==> src/rtl/led_scan_ctrl.sv <==
`default_nettype none
// ============================================================================
// led_scan_ctrl : frame-synchronised multiplexed hex-digit scanner for led_7seg
// Rev 1.0
// ============================================================================
module led_scan_ctrl #(
  parameter int DATA_WIDTH   = 8,
  parameter int SCAN_DIV     = 50000,
  parameter int BLANK_CYCLES = 16
) (
  input  logic                      i_clk,
  input  logic                      i_reset,
  input  logic                      i_wr_en,
  input  logic [DATA_WIDTH-1:0]     i_wr_data,
  input  logic                      i_display_on,
  output logic [3:0]                o_val,
  output logic                      o_en,
  output logic [DATA_WIDTH/4-1:0]   o_digit_sel,
  output logic                      o_frame_done,
  output logic                      o_pending
);

  localparam int NUM_DIGITS = DATA_WIDTH / 4;
  localparam int CNT_W      = (SCAN_DIV > 1) ? $clog2(SCAN_DIV) : 1;
  localparam int DIG_W      = (NUM_DIGITS > 1) ? $clog2(NUM_DIGITS) : 1;

  localparam logic [CNT_W-1:0] c_CNT_LAST = CNT_W'(SCAN_DIV - 1);
  localparam logic [CNT_W-1:0] c_BLANK    = CNT_W'(BLANK_CYCLES);
  localparam logic [DIG_W-1:0] c_DIG_LAST = DIG_W'(NUM_DIGITS - 1);

  if ((DATA_WIDTH % 4) != 0 || DATA_WIDTH < 4) begin : g_bad_width
    $error("led_scan_ctrl: DATA_WIDTH must be a positive multiple of 4");
  end
  if (BLANK_CYCLES < 1 || SCAN_DIV < BLANK_CYCLES + 1) begin : g_bad_timing
    $error("led_scan_ctrl: need BLANK_CYCLES >= 1 and SCAN_DIV >= BLANK_CYCLES+1");
  end

  logic [CNT_W-1:0]      r_cnt;
  logic [DIG_W-1:0]      r_dig;
  logic [DATA_WIDTH-1:0] r_shadow;
  logic [DATA_WIDTH-1:0] r_display;
  logic                  r_pending;
  logic                  r_on_q;
  logic                  r_frame_done;

  logic                  w_boundary;
  logic [3:0]            w_val;
  logic [NUM_DIGITS-1:0] w_sel;

  assign w_boundary = (r_cnt == c_CNT_LAST) && (r_dig == c_DIG_LAST);

  always_ff @(posedge i_clk or posedge i_reset) begin
    if (i_reset) begin
      r_cnt        <= '0;
      r_dig        <= '0;
      r_shadow     <= '0;
      r_display    <= '0;
      r_pending    <= 1'b0;
      r_on_q       <= 1'b0;
      r_frame_done <= 1'b0;
    end else begin
      r_on_q       <= i_display_on;
      r_frame_done <= w_boundary;

      if (r_cnt == c_CNT_LAST) begin
        r_cnt <= '0;
        r_dig <= (r_dig == c_DIG_LAST) ? '0 : r_dig + DIG_W'(1);
      end else begin
        r_cnt <= r_cnt + CNT_W'(1);
      end

      if (i_wr_en) begin
        r_shadow <= i_wr_data;
      end

      // A write landing on the boundary bypasses the shadow so it is shown
      // from the first cycle of the new frame and never reports pending.
      if (w_boundary) begin
        r_pending <= 1'b0;
        if (i_wr_en) begin
          r_display <= i_wr_data;
        end else if (r_pending) begin
          r_display <= r_shadow;
        end
      end else if (i_wr_en) begin
        r_pending <= 1'b1;
      end
    end
  end

  for (genvar gi = 0; gi < NUM_DIGITS; gi++) begin : g_digit
    assign w_sel[gi] = (r_dig == DIG_W'(gi));
  end

  always_comb begin
    w_val = 4'h0;
    for (int i = 0; i < NUM_DIGITS; i++) begin
      if (w_sel[i]) begin
        w_val = r_display[4*i +: 4];
      end
    end
  end

  assign o_val        = w_val;
  assign o_digit_sel  = w_sel;
  assign o_en         = r_on_q && (r_cnt >= c_BLANK);
  assign o_frame_done = r_frame_done;
  assign o_pending    = r_pending;

endmodule
`default_nettype wire

==> config.mk <==
export PLATFORM = sky130hd
export DESIGN_NAME = led_scan_ctrl
export DESIGN_NICKNAME = d
export VERILOG_FILES = /design/src/rtl/led_scan_ctrl.sv
export SDC_FILE = /design/constraint.sdc
export NUM_CORES = 1
export LEC_CHECK = 0
export BUFFER_PORTS_ARGS = -buffer_cell sky130_fd_sc_hd__buf_2
export CORE_MARGIN = 2
export CORE_UTILIZATION = 56
export CTS_CLUSTER_DIAMETER = 50
export DETAILED_ROUTE_END_ITERATION = 10
export PLACE_DENSITY_LB_ADDON = 0.08
export SYNTH_ARGS = -nofsm -noshare
export SYNTH_HDL_FRONTEND = slang
export SYNTH_SLANG_ARGS = --single-unit
==> constraint.sdc <==
create_clock -name i_clk -period 2.2 [get_ports i_clk]
set_input_delay 0.33 -clock i_clk [delete_from_list [all_inputs] [get_ports i_clk]]
set_output_delay 0.33 -clock i_clk [all_outputs]
set_load 0.005 [all_outputs]
Word level (Yosys, flattened, before mapping)
Cells that the tools add are included.

word-level totals
  register bits = 36
  word-level logic and storage cells = 24
  bits of input ports = 12

cells by class
  add/subtract/negate cells = 2
  reductions and logical operators = 5
  multiplexer cells = 7
  equal/unequal tests = 1
  bitwise logic cells = 1
  $lt $le $gt $ge = 1

operators by type and width
  operator                                                                               number
  16-bit by 1-bit adder with 16-bit output (second input constant)                       1
  16-bit == test (second input constant)                                                 1
  16-bit by 5-bit greater-or-equal comparator with 1-bit output (second input constant)  1
  16-bit 2-to-1 mux                                                                      1
  8-bit 2-to-1 mux                                                                       2
  4-bit 2-to-1 mux                                                                       1
  2-bit nonzero test                                                                     2
  1-bit 2-to-1 mux                                                                       3
  1-bit logical AND                                                                      2
  2-bit AND reduction                                                                    1
  1-bit adder (second input constant)                                                    1
  1-bit NOT                                                                              1

Longest topological paths before layout
  depth after elaboration = 3
  gate-level depth with buffers = 6
  depth with buffers taken out = 5

Worst setup path before layout
OpenSTA, ideal clock, no wires.

  path kind = flip-flop to flip-flop
  start = reg r_cnt[0]
  end = reg r_display[0]
  arrival time = 1,685 ps
  clock period less this slack = 1,810 ps
  setup time = 125 ps
  stages on the path, launching flop included = 6
  required time = 2,075 ps
  slack = 390 ps
  buffers on the path = 0
  cells stage by stage = dfrtp_1 ha_1 and4_1 and4_1 nor3b_4 mux2_2

between the ends
  cells in the longest elaborated chain, start to end = 3

RTL lines
  item                           RTL line  RTL
  start, declared                38        logic [CNT_W-1:0] r_cnt;
  start signal, assigned         69        r_cnt <= r_cnt + CNT_W'(1);
  16-bit == test                 50        assign w_boundary = (r_cnt == c_CNT_LAST) && (r_dig == c_DIG_LAST);
  1-bit logical AND              50
  2-bit AND reduction (no line)  -
  end signal, assigned           81        r_display <= i_wr_data;
  end signal, assigned           83        r_display <= r_shadow;
  end, declared                  41        logic [DATA_WIDTH-1:0] r_display;

Every way passes these cells.
A chain may end at the register's enable or synchronous reset.

Worst setup path in the final report
  start = reg r_cnt[0]
  end = reg r_display[2]

The elaborated chain is that of the path after synthesis.

==> metrics.md <==
| Metric | Value |
|---|---|
| Status | complete, no violations |
| Core Rows | 19 |
| CTS Buf Count | 5 |
| Clk sinks | 36 |
| CTS Root Cell | clkbuf_4 |
| Share of cells above drive strength 1 | roughly 35% |
| Core region area | roughly 0.0027 sq mm |
| DRC viols | 0 |
| Yosys warnings | 0 |
| Max Clock Skew | slightly above 8 ps |
| Die area | around 0.0033 sq mm |
| DR vias/cell | between 5 and 6 |
| Setup crit start kind | flip-flop |
| Initial DRC count | 31 |
| Final core occ | between 60% and 70% |
| Commonest non-fill, non-tap cell in the layout | dfrtp_1 |
| Clk_lat worst skew | about 330 ps |
| Fillers | between 200 and 250 |
| Cell variety after synth | 26 |
| Max cap viols | 0 |
| Commonest cells after routing, fill and taps aside | dfrtp_1, mux2_2, buf_2 |
| I/O pin count | 21 |
| Total vias in the final route | approximately 1000 |
| Pwr dens | 655 mW/mm^2 |
| Leakage | roughly 0.86 nW |
| Die extent in x | about 57 microns |
| Post-synthesis average cell area | 12.5 sq um |
| Multi-input gate area | ~630 sq um |
| Setup-failing EPs final | 0 |
| Final Hold Vio Count | 0 |
| Routed wl met3 | 179 microns |
| Net Count, Synth | 141 |
| Syn-to-layout area delta | 13.3% |
| Final min period | roughly 2000 ps |
| Met1 Wirelength | ~1100 microns |
| First-pass GRT wire length | around 4500 microns |
| Pins Over Slew Limit | 0 |
| Global route overflow | 0 |
| Worst setup margin | 231 ps |
| Pin count of the biggest net entering global routing | 37 |
| Setup TNS | 0 ps |
| Worst slack, placed | roughly 200 ps |
| Number of global-route vias before repair | 1005 |
| # Post-CTS Setup Buffers | 0 |
| Critical path class | flip-flop to flip-flop |
| Height of the die | between 50 and 60 microns |
| CTS Hold Bufs | 0 |
| H-tree depth | 2 |
| Clock transition at path regs | 110 ps |
| Peak VDD IR | ~0.56 mV |
| Max frequency | between 500 and 600 MHz |
| WP data arrival | between 2000 and 2500 ps |
| CTS Buffer Depth | 2 |
| Initial antenna violation count | 0 |
| CP required | around 2400 ps |
| # nets final | ~170 |
| Max layer used | met4 |
| Final Wtd Congestion | 0.836 |
| DRT Pass-1 Iters | 4 |
| Gr usage total | a little under a fifth |
| Worst slew pin tran | about 460 ps |
| Crit. End Element | flip-flop |
| Hold slack | roughly 67 ps |
| Routed Antenna Nets | 0 |
| Unrepaired setup endpoints after global routing | no |
| Post-CTS sizing | 0 |
| Worst Hold Class | input pin to async pin |
| Worst-path maximum fanout | 8 |
| Synth Instances | 127 |
| Sequential Area | around 900 sq um |
| N_diodes | 0 |
| Mapped cell area | around 0.0016 sq mm |
| Max transition margin | between 60 and 70% |
| Sequential share of the synthesized area | between 50 and 60% |
| CTS tree | done |
| Met2 wire len | 1190 microns |
| Fin crit share | 89.5% |
| Post-DP HPWL | roughly 1800 microns |
| Flops & latches, synth | 36 |
| Average wire per cell in the routed design | 13.5 microns |
| Final wirelength | between 2000 and 2500 microns |
| IO buf count | 20 |
| Initial Utilization | between 50% and 60% |
sequential cells by signal, summed over array words and instances (netlist names):
| register | cells |
|---|---|
| r_cnt | 16 |
| r_display | 8 |
| r_shadow | 8 |
| o_frame_done | 1 |
| o_pending | 1 |
| r_dig | 1 |
| r_on_q | 1 |
cell usage after synthesis:
cell / instances / share of area (%)
dfrtp_1: 36 / 57
mux2_2: 20 / 14
nor2_1: 11 / 2.6
xnor2_1: 8 / 4.4
inv_1: 7 / 1.7
nand3_1: 5 / 1.6
xor2_1: 5 / 2.8
and4_1: 4 / 2.2
nand2_1: 4 / 0.95
and3_1: 3 / 1.2
nand4_1: 3 / 1.2
nor3_1: 3 / 0.95
a31o_2: 2 / 1.1
clkbuf_1: 2 / 0.47
ha_1: 2 / 1.6
nor4_1: 2 / 0.79
a211oi_1: 1 / 0.47
a21oi_1: 1 / 0.32
a41oi_1: 1 / 0.55
and2_1: 1 / 0.40
buf_2: 1 / 0.32
buf_4: 1 / 0.47
nor2b_1: 1 / 0.40
nor3b_4: 1 / 1.2
nor4_2: 1 / 0.79
or3_1: 1 / 0.40
path summary, 6_finish.rpt:
check	startpoint	to	slack, ps	cells past startpoint
worst min register to register	r_shadow[4]$_DFFE_PP0P_	r_shadow[4]$_DFFE_PP0P_	510	1
worst max register to register	r_cnt[0]$_DFF_PP0_	r_display[2]$_DFFE_PP0P_	230	5
worst max-delay path	r_cnt[0]$_DFF_PP0_	r_display[2]$_DFFE_PP0P_	230	5
worst min-delay path	i_reset	r_shadow[7]$_DFFE_PP0P_	70	3
min in group i_clk	i_display_on	r_on_q$_DFF_PP0_	100	1
max in group asynchronous	i_reset	r_display[2]$_DFFE_PP0P_	1810	3
report_power, final:
group | internal, mW | total, mW | switching, mW
registers | 0.677 | 0.680 | 0.00379
clock network | 0.238 | 0.446 | 0.208
logic | 0.0226 | 0.0478 | 0.0252
total | 0.937 | 1.17 | 0.237
layer usage:
metal	up-vias	global-route usage, %
met5	-	0
met4	0	6.64
met3	7	7.03
met2	31	29.1
met1	494	23.0
li1	497	-
worst max-delay path, cell delays in order, from the launching register on:
cell	delay [ps]
dfrtp_1	430
ha_1	250
and4_1	180
and4_1	210
nor3b_4	410
mux2_2	380
per-stage QoR:
step | total power, mW | instance area (sq um) | instances
finish | 1.17 | 1790 | 184
detailed placement | 0.743 | 1720 | 176
floorplan | 0.723 | 1580 | 127
CTS | 1.19 | 1790 | 184
global placement | 0.740 | 1720 | 176
global route | 1.22 | 1790 | 184
logic make-up (layout without fill, tap and decap cells):
family | Yosys count | after routing | synth area share (%)
fa+ha+maj | 2 | 2 | 1.58
simple gates | 40 | 40 | 14.6
flops | 36 | 36 | 57.0
compound gates | 5 | 5 | 2.45
mux | 20 | 20 | 14.2
buf+inv | 11 | 37 | 2.93
xor+xnor | 13 | 13 | 7.20
area by class of cell:
| class | instances | share of cell area, % |
|---|---|---|
| flip-flops and latches | 36 | 50.3 |
| multi-input cells | 80 | 35.4 |
| repair buffers | 22 | 6.42 |
| clock buffers | 6 | 2.30 |
| well taps | 31 | 2.16 |
| clock inverters | 2 | 1.96 |
| inverters | 7 | 1.47 |
No activity file was read; power rests on OpenSTA's default activity.
